**config.mk**
```make
export PLATFORM = sky130hd
export DESIGN_NAME = urv_mem_arbiter
export DESIGN_NICKNAME = d
export VERILOG_FILES = /design/src/rtl/urv_mem_arbiter_pkg.sv /design/src/rtl/urv_wait_timer.sv /design/src/rtl/urv_mem_arbiter.sv
export SDC_FILE = /design/constraint.sdc
export NUM_CORES = 1
export LEC_CHECK = 0
export CORE_MARGIN = 2
export CORE_UTILIZATION = 28
export DETAILED_ROUTE_END_ITERATION = 6
export SYNTH_ARGS = -nofsm -noshare
export SYNTH_HDL_FRONTEND = slang
export SYNTH_HIERARCHICAL = 1
export SYNTH_SLANG_ARGS = --single-unit
```
**constraint.sdc**
```tcl
create_clock -name clk_i -period 5.53 [get_ports clk_i]
set_input_delay 1.106 -clock clk_i [delete_from_list [all_inputs] [get_ports clk_i]]
set_output_delay 1.106 -clock clk_i [all_outputs]
set_load 0.01 [all_outputs]
```
**src/rtl/urv_mem_arbiter_pkg.sv**
```systemverilog
// Shared types and constants for the uRV memory arbiter.
//   marb_state_t : arbiter FSM states (idle, fetch wait, data wait)
//   SEL_WORD     : byte enables used for instruction fetches
package urv_mem_arbiter_pkg;

    typedef enum logic [1:0] {
        ST_IDLE   = 2'd0,
        ST_I_WAIT = 2'd1,
        ST_D_WAIT = 2'd2
    } marb_state_t;

    localparam logic [3:0] SEL_WORD = 4'hF;

endpackage

```
**src/rtl/urv_wait_timer.sv**
```systemverilog
// Bus wait timer: loadable down-counter with an expired flag.
//   clk_i, rst_n_i : clock, async active-low reset
//   i_load         : reload to g_timeout_cycles-1 (on entry to a wait state)
//   i_en           : count down while waiting
//   o_expired      : counter has reached zero; tied low when g_timeout_cycles == 0
module urv_wait_timer #(
    parameter int g_timeout_cycles = 1024
) (
    input  logic clk_i,
    input  logic rst_n_i,
    input  logic i_load,
    input  logic i_en,
    output logic o_expired
);

    generate
        if (g_timeout_cycles == 0) begin : g_off
            logic w_unused;
            assign w_unused  = &{1'b0, clk_i, rst_n_i, i_load, i_en};
            assign o_expired = 1'b0;
        end else begin : g_on
            localparam int W = (g_timeout_cycles < 2) ? 1 : $clog2(g_timeout_cycles);
            // Loaded on the grant edge, so the count reaches zero in the
            // g_timeout_cycles-th cycle spent waiting.
            localparam logic [W-1:0] LOAD_VAL = W'(g_timeout_cycles - 1);

            logic [W-1:0] r_cnt;

            always_ff @(posedge clk_i or negedge rst_n_i) begin
                if (!rst_n_i)
                    r_cnt <= '0;
                else if (i_load)
                    r_cnt <= LOAD_VAL;
                else if (i_en && r_cnt != '0)
                    r_cnt <= r_cnt - W'(1);
            end

            assign o_expired = (r_cnt == '0);
        end
    endgenerate

endmodule

```
**src/rtl/urv_mem_arbiter.sv**
```systemverilog
// Shares one single-port, variable-latency memory between the uRV fetch and
// data ports. One transaction at a time over a req/ack handshake; data wins
// unless a fetch has been starved for g_fetch_starve_limit data grants.
// A one-word fetch line is valid by address compare, so stale fetches after
// a branch are simply never marked valid. A wait timer aborts hung cycles.
//   clk_i/rst_n_i         : clock, async active-low reset
//   cpu_im_*              : fetch address in, instruction word + valid out
//   cpu_dm_*              : load/store strobes, address, data, byte enables,
//                           load data and done pulses out
//   mem_*                 : registered memory request, read data/ack in
//   err_timeout_o         : one-cycle pulse on a timeout abort
module urv_mem_arbiter
    import urv_mem_arbiter_pkg::*;
#(
    parameter int g_fetch_starve_limit = 4,
    parameter int g_timeout_cycles     = 1024
) (
    input  logic        clk_i,
    input  logic        rst_n_i,
    input  logic [31:0] cpu_im_addr_i,
    output logic [31:0] cpu_im_data_o,
    output logic        cpu_im_valid_o,
    input  logic [31:0] cpu_dm_addr_i,
    input  logic [31:0] cpu_dm_data_s_i,
    input  logic [3:0]  cpu_dm_data_select_i,
    input  logic        cpu_dm_load_i,
    input  logic        cpu_dm_store_i,
    output logic [31:0] cpu_dm_data_l_o,
    output logic        cpu_dm_load_done_o,
    output logic        cpu_dm_store_done_o,
    output logic [31:0] mem_addr_o,
    output logic [31:0] mem_data_o,
    output logic [3:0]  mem_sel_o,
    output logic        mem_we_o,
    output logic        mem_req_o,
    input  logic [31:0] mem_data_i,
    input  logic        mem_ack_i,
    output logic        err_timeout_o
);

    localparam logic [3:0] LIMIT = 4'(g_fetch_starve_limit);

    marb_state_t r_state;
    logic        r_pend, r_pend_we;
    logic [31:0] r_pend_addr, r_pend_data;
    logic [3:0]  r_pend_sel;
    logic        r_line_valid;
    logic [31:0] r_line_addr, r_line_data;
    logic [3:0]  r_starve;
    logic [31:0] r_mem_addr, r_mem_data;
    logic [3:0]  r_mem_sel;
    logic        r_mem_we, r_mem_req;
    logic [31:0] r_dm_data_l;
    logic        r_load_done, r_store_done, r_err;

    logic        w_strobe, w_capture, w_hit, w_fetch_wanted, w_pend_any;
    logic        w_d_grant, w_i_grant, w_expired;
    logic [31:0] w_nxt_addr, w_nxt_data;
    logic [3:0]  w_nxt_sel;
    logic        w_nxt_we;

    assign w_strobe       = cpu_dm_load_i | cpu_dm_store_i;
    assign w_capture      = !r_pend && w_strobe;
    assign w_hit          = r_line_valid && (r_line_addr == cpu_im_addr_i);
    assign w_fetch_wanted = !w_hit;

    // A strobe being latched this cycle already counts as pending, so the
    // data grant goes out on the same edge that captures it. Otherwise a
    // wanted fetch would slip in between every back-to-back data access.
    assign w_pend_any = r_pend | w_strobe;
    assign w_nxt_addr = r_pend ? r_pend_addr : cpu_dm_addr_i;
    assign w_nxt_data = r_pend ? r_pend_data : cpu_dm_data_s_i;
    assign w_nxt_sel  = r_pend ? r_pend_sel  : cpu_dm_data_select_i;
    assign w_nxt_we   = r_pend ? r_pend_we   : cpu_dm_store_i;

    assign w_d_grant = (r_state == ST_IDLE) && w_pend_any &&
                       (!w_fetch_wanted || r_starve < LIMIT);
    assign w_i_grant = (r_state == ST_IDLE) && !w_d_grant && w_fetch_wanted;

    urv_wait_timer #(
        .g_timeout_cycles (g_timeout_cycles)
    ) u_timer (
        .clk_i     (clk_i),
        .rst_n_i   (rst_n_i),
        .i_load    (w_d_grant | w_i_grant),
        .i_en      (r_state != ST_IDLE),
        .o_expired (w_expired)
    );

    always_ff @(posedge clk_i or negedge rst_n_i) begin
        if (!rst_n_i) begin
            r_state      <= ST_IDLE;
            r_pend       <= 1'b0;
            r_pend_we    <= 1'b0;
            r_pend_addr  <= '0;
            r_pend_data  <= '0;
            r_pend_sel   <= '0;
            r_line_valid <= 1'b0;
            r_line_addr  <= '0;
            r_line_data  <= '0;
            r_starve     <= '0;
            r_mem_addr   <= '0;
            r_mem_data   <= '0;
            r_mem_sel    <= '0;
            r_mem_we     <= 1'b0;
            r_mem_req    <= 1'b0;
            r_dm_data_l  <= '0;
            r_load_done  <= 1'b0;
            r_store_done <= 1'b0;
            r_err        <= 1'b0;
        end else begin
            r_load_done  <= 1'b0;
            r_store_done <= 1'b0;
            r_err        <= 1'b0;

            if (w_capture) begin
                r_pend      <= 1'b1;
                r_pend_addr <= cpu_dm_addr_i;
                r_pend_data <= cpu_dm_data_s_i;
                r_pend_sel  <= cpu_dm_data_select_i;
                r_pend_we   <= cpu_dm_store_i;   // store wins over load
            end

            if (!w_fetch_wanted || w_i_grant)
                r_starve <= '0;
            else if (w_d_grant && r_starve < LIMIT)
                r_starve <= r_starve + 4'd1;

            case (r_state)
                ST_IDLE: begin
                    if (w_d_grant) begin
                        r_mem_addr <= w_nxt_addr;
                        r_mem_data <= w_nxt_data;
                        r_mem_sel  <= w_nxt_sel;
                        r_mem_we   <= w_nxt_we;
                        r_mem_req  <= 1'b1;
                        r_state    <= ST_D_WAIT;
                    end else if (w_i_grant) begin
                        // r_mem_addr doubles as the captured fetch address
                        r_mem_addr <= cpu_im_addr_i;
                        r_mem_data <= '0;
                        r_mem_sel  <= SEL_WORD;
                        r_mem_we   <= 1'b0;
                        r_mem_req  <= 1'b1;
                        r_state    <= ST_I_WAIT;
                    end
                end
                ST_I_WAIT: begin
                    if (mem_ack_i) begin
                        r_line_addr  <= r_mem_addr;
                        r_line_data  <= mem_data_i;
                        r_line_valid <= 1'b1;
                        r_mem_req    <= 1'b0;
                        r_state      <= ST_IDLE;
                    end else if (w_expired) begin
                        // line untouched; the fetch is simply retried
                        r_mem_req <= 1'b0;
                        r_err     <= 1'b1;
                        r_state   <= ST_IDLE;
                    end
                end
                ST_D_WAIT: begin
                    if (mem_ack_i || w_expired) begin
                        r_mem_req <= 1'b0;
                        r_pend    <= 1'b0;
                        r_state   <= ST_IDLE;
                        if (!mem_ack_i)
                            r_err <= 1'b1;
                        // an aborted access still completes so the core unstalls
                        if (r_pend_we) begin
                            r_store_done <= 1'b1;
                        end else begin
                            r_load_done <= 1'b1;
                            r_dm_data_l <= mem_ack_i ? mem_data_i : 32'h0;
                        end
                    end
                end
                default: r_state <= ST_IDLE;
            endcase
        end
    end

    assign cpu_im_valid_o      = w_hit;
    assign cpu_im_data_o       = r_line_data;
    assign cpu_dm_data_l_o     = r_dm_data_l;
    assign cpu_dm_load_done_o  = r_load_done;
    assign cpu_dm_store_done_o = r_store_done;
    assign mem_addr_o          = r_mem_addr;
    assign mem_data_o          = r_mem_data;
    assign mem_sel_o           = r_mem_sel;
    assign mem_we_o            = r_mem_we;
    assign mem_req_o           = r_mem_req;
    assign err_timeout_o       = r_err;

endmodule

```
* Word level (Yosys, flattened, before mapping) *
Index checks and enable logic that the tools add are counted.

storage, ports and cells
  output and inout bits = 138
  register bits = 256
  bits of input ports = 137

cells by class
  add/sub/neg operators = 2
  reduce and logical (&&, ||, !) cells = 27
  magnitude comparators = 1
  bitwise logic cells = 4
  multiplexer cells = 43
  eq/ne operators = 6

operator list
  operator                                                    number
  2-to-1 mux 32 bit                                           7
  == test 32 bit                                              1
  2-to-1 mux 1 bit                                            21
  2-to-1 mux 10 bit                                           2
  2-to-1 mux 4 bit                                            5
  logical NOT 10 bit                                          1
  2-to-1 mux 2 bit                                            5
  nonzero test 10 bit                                         1
  subtractor 10 x 1 -> 10 bit, second input constant          1
  logical AND 1 bit                                           8
  nonzero test 2 bit                                          4
  != test 3 bit, second input constant                        2
  case mux 2 bit (3 select lines)                             1
  AND reduction 3 bit                                         2
  adder 4 x 1 -> 4 bit, second input constant                 1
  less-than comparator 4 x 3 -> 1 bit, second input constant  1
  AND reduction 2 bit                                         2
  AND reduction 4 bit                                         1
  logical NOT 1 bit                                           3
  logical OR 1 bit                                            3
  bitwise OR 1 bit                                            3
  case mux 1 bit (3 select lines)                             1
  nonzero test 3 bit                                          1
  == test 2 x 1 -> 1 bit, second input constant               1
  other kinds (5)                                             5

* Longest topological paths before layout *
Gate-level depths: netlist of the first run.

  word-level depth = 10
  mapped depth = 10
  mapped depth without buffers = 8

* Cells and area by module *
The synthesis of the first run kept the hierarchy.

modules (own cells, without submodules)
  module           cells an instance  sequential area each (µm²)  instances  area each (µm²)
  urv_mem_arbiter  909                6155.9                      1          10900.5
  urv_wait_timer   58                 250.2                       1          574.3

* Worst setup path before layout of the first run *
No wires, ideal clock.

  kind = input to output
  start point = input cpu_im_addr_i[24]
  end point = output cpu_im_valid_o
  path slack = 2.035 ns
  arrival time = 2.389 ns
  cell stages on the path = 4
  path through = xnor2_1 nand4_1 or4_4 nor3_2

on the way
  word-level cells in the longest chain between the ends = 2

ends and longest elaborated chain
  what                line                   source
  start: declaration  urv_mem_arbiter.sv:20  input logic [31:0] cpu_im_addr_i,
  == test 32 bit      urv_mem_arbiter.sv:64  assign w_hit = r_line_valid && (r_line_addr == cpu_im_addr_i);
  logical AND 1 bit   urv_mem_arbiter.sv:64
  end: declaration    urv_mem_arbiter.sv:22  output logic cpu_im_valid_o,

No other way between the ends.

* Worst setup path after layout of the first run *
  start point = input cpu_im_addr_i[26]
  end point = output cpu_im_valid_o

The elaborated chain is that of the path after synthesis.

==> run_results.csv, run 1 <==
group,metric,value,unit
status,status,"finished, final reports clean",
logic_synthesis,ys_types,47,
power,powerDensity,576,mW/mm²
timing,tns,0,ps
placed_design,post-dp-hpwl,22200,µm
critical_path,worstPathRequired,4420,ps
timing,finalSetupViolations,0,
cells_and_area,nets,1368,
cells_and_area,multi_input_area,0.00480,mm²
grt,track_usage,15.5,%
power,ir_drop,0.293,mV
cts,numCtsBuffers,30,
cells_and_area,fillers,3988,
power,p_total,9.09,mW
logic_synthesis,synth_edf_count,0,
critical_path,critical_path_class,"in -> out",
cells_and_area,layout-drive-gt1-share,19.8,%
logic_synthesis,synth-compound-area-share,12.2,%
placed_design,io_buffer_count,274,
cts,cts_setup_buffers,0,
drt,drc,0,
cts,cts_sinks,256,
cts,cts.reportedPaths.clkPinSlew,60,ps
hold_path,hold_path_class,"reg -> reg",
floorplan,fp.coreArea,0.0406,mm²
timing,slew_headroom,24.7,%
cts,clk_path_buf_depth,3,
floorplan,fp.dieW,206,µm
logic_synthesis,synth_top_family_by_area,"multiplexers",
cts,cts_hold_buf,0,
drt,vias,8422,
cells_and_area,syn_to_final_growth,37.5,%
cts,cts_tree,"built",
grt,antenna_found_initial,3,
logic_synthesis,syn_area,0.0115,mm²
timing,rsz0062_at_grt,"false",
timing,slew_violations,0,
grt,grt_pass1_vias,8876,
timing,finalCritPeriodShare,85.3,%
logic_synthesis,synth-xor-area-share,2.67,%
floorplan,num_rows,74,
logic_synthesis,seq_area_frac_synth,55.8,%
logic_synthesis,ys_ff_latch,256,
floorplan,die_area,0.0426,mm²
logic_synthesis,async_flop_share,100,%
logic_synthesis,synth-main-ff-cell,"dfrtp_1",
drt,avgRoutedWirePerCell,18.8,µm
timing,skew,29.7,ps
drt,wl,33400,µm
job,max-cap-violations,0,
critical_path,cp_max_fo,9,
cts,htreeDepth,1,
placed_design,finalWeightedCongestion,0.782,
logic_synthesis,synthesis.nets,1110,
cts,cts_resized,0,
critical_path,cp-end-kind,"primary output",
timing,fmaxAchievable,0.212,GHz
logic_synthesis,synthAdderAreaFrac,0.654,%
logic_synthesis,synth_warnings,6,
cells_and_area,seqCellArea,0.00641,mm²
power,static-leakage-power,6.60,nW
cells_and_area,fin_util,38.8,%
drt,drt_pre_antenna_iters,4,
timing,hold_viol,0,
logic_synthesis,avgSynthCellArea,11.9,µm²
drt,vias_per_cell,4.73,
placed_design,pre_cts_ws,808,ps
floorplan,io_pins,275,
grt,grt_first_pass_wirelength,51700,µm
timing,final.setup.worst_slack,811,ps
logic_synthesis,synthMuxAreaShare,16.5,%
drt,ant_nets,0,
critical_path,critPathLaunchType,"primary input",
critical_path,arrival,3610,ps
grt,grt_max_degree,127,
timing,worst_pin_slew,1130,ps
floorplan,die-height,206,µm
cts,clock-root-buffer,"clkbuf_16",
logic_synthesis,synthCells,967,
drt,drt_iter0_drc,337,
cts,insertion_delay,580,ps
logic_synthesis,synthSimpleGateAreaFrac,9.41,%
grt,overflow,0,
timing,post-route-min-period,4720,ps
floorplan,initial_core_util,28.2,%
path summary, 6_finish.rpt:
path                                  startpoint             endpoint  slack [ps]  cells after the start
min in group asynchronous                rst_n_i       r_line_addr[7]         550                      1
max in group asynchronous                rst_n_i      r_pend_addr[27]        3730                      2
hold reg to reg                    mem_data_o[0]        mem_data_o[0]         480                      2
setup reg to reg           u_timer/g_on.r_cnt[0]  cpu_dm_data_l_o[28]        2220                      8
hold / removal                     mem_data_o[0]        mem_data_o[0]         480                      2
setup / recovery               cpu_im_addr_i[26]       cpu_im_valid_o         810                      7
flip-flops by register name, indices dropped and copies added (netlist names), 2 cells and up:
register	flops
cpu_dm_data_l_o	32
cpu_im_data_o	32
mem_addr_o	32
mem_data_o	32
mem_sel_o	4
r_line_addr	32
r_pend_addr	32
r_pend_data	32
r_pend_sel	4
r_starve	4
r_state	2
u_timer/g_on.r_cnt	10
where the power goes:
group	internal [mW]	switching, mW
Sequential	2.76	0.535
Combinational	1.98	1.87
Clock	1.15	0.796
per-stage QoR:
step                area [µm²]  instances  hold slack [ps]
floorplan                11500        967              435
global placement         14800       1725              463
detailed placement       14800       1725              472
CTS                      15800       1779              486
global route             15800       1779              504
finish                   15800       1780              479
synthesized netlist by cell type (2+ instances only):
cell,n,area [µm²]
nor2b_1,33,206
o21ai_0,63,315
nor4_1,3,18.8
nor2_1,16,60.1
nor3_1,6,30.0
xnor2_1,35,307
o21ai_1,38,190
nand4_1,8,50.1
o31ai_1,34,255
a221oi_2,29,435
buf_2,3,15.0
mux2i_1,39,390
nor3b_1,3,22.5
a221oi_1,3,26.3
dfrtp_1,256,6410
o211ai_1,2,15.0
nand2_1,142,533
clkbuf_1,51,191
nand3_1,4,20.0
inv_1,10,37.5
buf_6,4,45.0
a21oi_1,10,50.1
nand2b_1,4,25.0
or2_2,3,18.8
a22oi_1,2,15.0
a211o_1,2,17.5
ha_1,6,75.1
mux2_2,132,1490
buf_1,7,26.3
or4_1,2,15.0
cells by family (layout without fill, tap and decap cells):
kind of cell,Yosys count,after routing
compound gates,190,190
xor+xnor,35,35
fa+ha+maj,6,6
buf+inv,76,356
flops,256,256
mux,172,172
other cells,0,1
simple gates,232,232
routing by layer:
layer / wire, µm / GRT usage, % / share of wire (%)
met5: 25 / 0 / 0.075
met4: 618 / 4.08 / 1.9
met3: 2520 / 4.02 / 7.5
met2: 15700 / 25.7 / 47
met1: 14500 / 20.1 / 43
cell usage in the layout, fill, tap and decap left out, drive strengths merged, types with 4 or more instances in the layout:
cell,n
buf,18
clkbuf,42
nand3,4
dfrtp,256
nor2b,33
a21oi,10
ha,6
inv,12
mux2,133
nand2,142
a221oi,32
nor3,7
nor2,16
clkinv,9
xnor2,35
mux2i,39
o31ai,34
nand2b,4
nand4,8
o21ai,101
clkdlybuf4s50,273
critical path, cell delays in order:
cell and delay [ps]:
clkdlybuf4s50_1 440, xnor2_1 330, nand4_1 150, or4_1 620, nor3_2 190, buf_4 190
clkdlybuf4s50_1 590
area by class of cell:
class                      count  share of cell area, %
sequential                   256                   40.6
antenna                        1                 0.0159
timing repair buffer         291                   18.3
multi-input combinational    635                   30.4
tap                          532                   4.22
clock inverter                12                  0.793
clock buffer                  42                   5.36
inverter                      11                  0.262
No activity file was read; power rests on OpenSTA's default activity.
==> run 2, diff against run 1 <==
--- a/config.mk
+++ b/config.mk
@@ -5,9 +5,9 @@
 export SDC_FILE = /design/constraint.sdc
 export NUM_CORES = 1
 export LEC_CHECK = 0
-export CORE_MARGIN = 2
-export CORE_UTILIZATION = 28
+export CORE_UTILIZATION = 54
 export DETAILED_ROUTE_END_ITERATION = 6
+export PLACE_DENSITY = 0.86
 export SYNTH_ARGS = -nofsm -noshare
 export SYNTH_HDL_FRONTEND = slang
 export SYNTH_HIERARCHICAL = 1
==> run 2 against run 1 <==
Via count is 1.2% higher. Routed wire length decreased by 9.6%. Clock skew decreased by 4.2 ps. Sequential power grew 2%. Design area fell by 2.9%. Highest routed layer is now met4.
==> run_results.csv, run 2 (synthesis gave the netlist of run 1 again) <==
group,metric,value,unit
placed_design,placed_area,0.0145,mm²
drt,vias,8521,
critical_path,rr_startpoint,"r_line_addr[7]",
cts,cts_hold_buf,0,
critical_path,r2r_setup_slack,2180,ps
timing,slew_violations,0,
timing,finalSetupViolations,0,
timing,worst_pin_slew,1090,ps
critical_path,cp-end-kind,"primary output",
hold_path,hold_path_end,"mem_data_o[4]",
floorplan,initial_core_util,55.8,%
grt,grt_pass1_vias,8839,
cts,clk_path_buf_depth,3,
cts,htreeDepth,1,
grt,grt_max_degree,127,
drt,drc,0,
job,max-cap-violations,0,
floorplan,die-height,148,µm
critical_path,cp_max_fo,9,
placed_design,finalWeightedCongestion,0.888,
cells_and_area,finalInstanceArea,0.0153,mm²
cts,cts_sinks,256,
power,powerDensity,577,mW/mm²
power,p_total,8.84,mW
timing,skew,25.4,ps
cts,cts_setup_buffers,0,
power,ir_drop,0.312,mV
critical_path,crit_top_cell,"clkdlybuf4s50_1",
drt,vias_per_cell,5.64,
floorplan,die_area,0.0218,mm²
critical_path,crit_path_start,"cpu_im_addr_i[25]",
drt,drt_iter0_drc,425,
floorplan,num_rows,52,
critical_path,max_stage_delay,600,ps
cts,cts_tree,"built",
critical_path,arrival,3610,ps
grt,overflow,0,
hold_path,hold_path_class,"reg -> reg",
cts,cts.reportedPaths.clkPinSlew,60,ps
critical_path,critPathLaunchType,"primary input",
hold_path,min_from,"mem_data_o[4]",
cells_and_area,layout-drive-gt1-share,19.1,%
grt,antenna_found_initial,2,
timing,hold_viol,0,
cts,cts_resized,0,
timing,slew_headroom,27.3,%
drt,drt_pre_antenna_iters,4,
critical_path,r2r-end,"mem_addr_o[6]",
grt,grt_first_pass_wirelength,47800,µm
critical_path,crit_chain,"clkdlybuf4s50_1, xnor2_1, nand4_1, or4_1, nor3_2, buf_4, clkdlybuf4s50_1",
timing,finalCritPeriodShare,85.3,%
cells_and_area,nets,1363,
critical_path,rr_worst_depth,7,
power,static-leakage-power,6.52,nW
cts,insertion_delay,540,ps
critical_path,worstPathRequired,4420,ps
cells_and_area,final_common_cell,"clkdlybuf4s50_1",
floorplan,fp.coreArea,0.0206,mm²
status,status,"finished, final reports clean",
cts,numCtsBuffers,27,
cts,clock-root-buffer,"clkbuf_16",
floorplan,io_pins,275,
timing,tns,0,ps
grt,track_usage,27.8,%
timing,rsz0062_at_grt,"false",
drt,wl,30200,µm
critical_path,critPathSlowestCell,"or4_1",
placed_design,post-dp-hpwl,20000,µm
timing,post-route-min-period,4720,ps
drt,avgRoutedWirePerCell,20.0,µm
placed_design,io_buffer_count,274,
hold_path,min_path_cells,2,
critical_path,critical_path_class,"in -> out",
timing,fmaxAchievable,0.212,GHz
cells_and_area,mostFrequentLayoutCells,"273 x clkdlybuf4s50_1, 255 x dfrtp_1, 141 x nand2_1",
cells_and_area,syn_to_final_growth,33.6,%
floorplan,fp.dieW,148,µm
drt,ant_nets,0,
## run 2: cell types whose count changed in the layout (fill, tap and decap cells not counted), sizes merged
cell | before | now
clkinv | 9 | 3
buf | 18 | 16
clkinvlp | 0 | 2
bufinv | 2 | 1
clkbuf | 42 | 41
diode | 1 | 2
## run 2: how the worst max path moves through the flow
stage / end
2_1_floorplan: cpu_im_valid_o
3_3_place_gp: cpu_im_valid_o
3_5_place_dp: cpu_im_valid_o
4_1_cts: cpu_im_valid_o
5_1_grt: cpu_im_valid_o
6_report: cpu_im_valid_o
## run 2: stage by stage
stage               util, %  hold WS (ps)  std cells  setup slack, ps
floorplan                 -           435        967             2040
global placement       70.4           460       1461              916
detailed placement     70.4           472       1461              842
global route           74.5           508       1511              724
finish                 74.5           478       1511              811
CTS                    74.5           484       1509              835
## run 2: area by class of cell
cell class | count | area, µm²
tap | 270 | 338
clock inverter | 7 | 72.6
timing repair buffer | 289 | 2890
multi-input combinational | 635 | 4800
sequential | 256 | 6410
antenna | 2 | 5.00
inverter | 11 | 41.3
fill | 1373 | 5230
clock buffer | 41 | 778
## run 2: where the power goes
group          total, mW  switching (mW)  internal [mW]
Clock               1.73           0.720           1.01
Sequential          3.34           0.585           2.76
Combinational       3.76            1.79           1.98
## run 2: metal layers
layer | track usage (%) | share of wire, % | vias to the layer above
met2 | 46.9 | 49 | 306
li1 | - | - | 3951
met1 | 35.5 | 41 | 4218
met3 | 6.48 | 7.8 | 46
met5 | 0 | 0 | -
met4 | 9.23 | 2.4 | 0
## run 2: worst max-delay path, delay by kind of cell
family                 cells  cell delay (ps)
XOR/XNOR                   1              310
buffers and inverters      3             1210
AND/OR/NAND/NOR            3              970
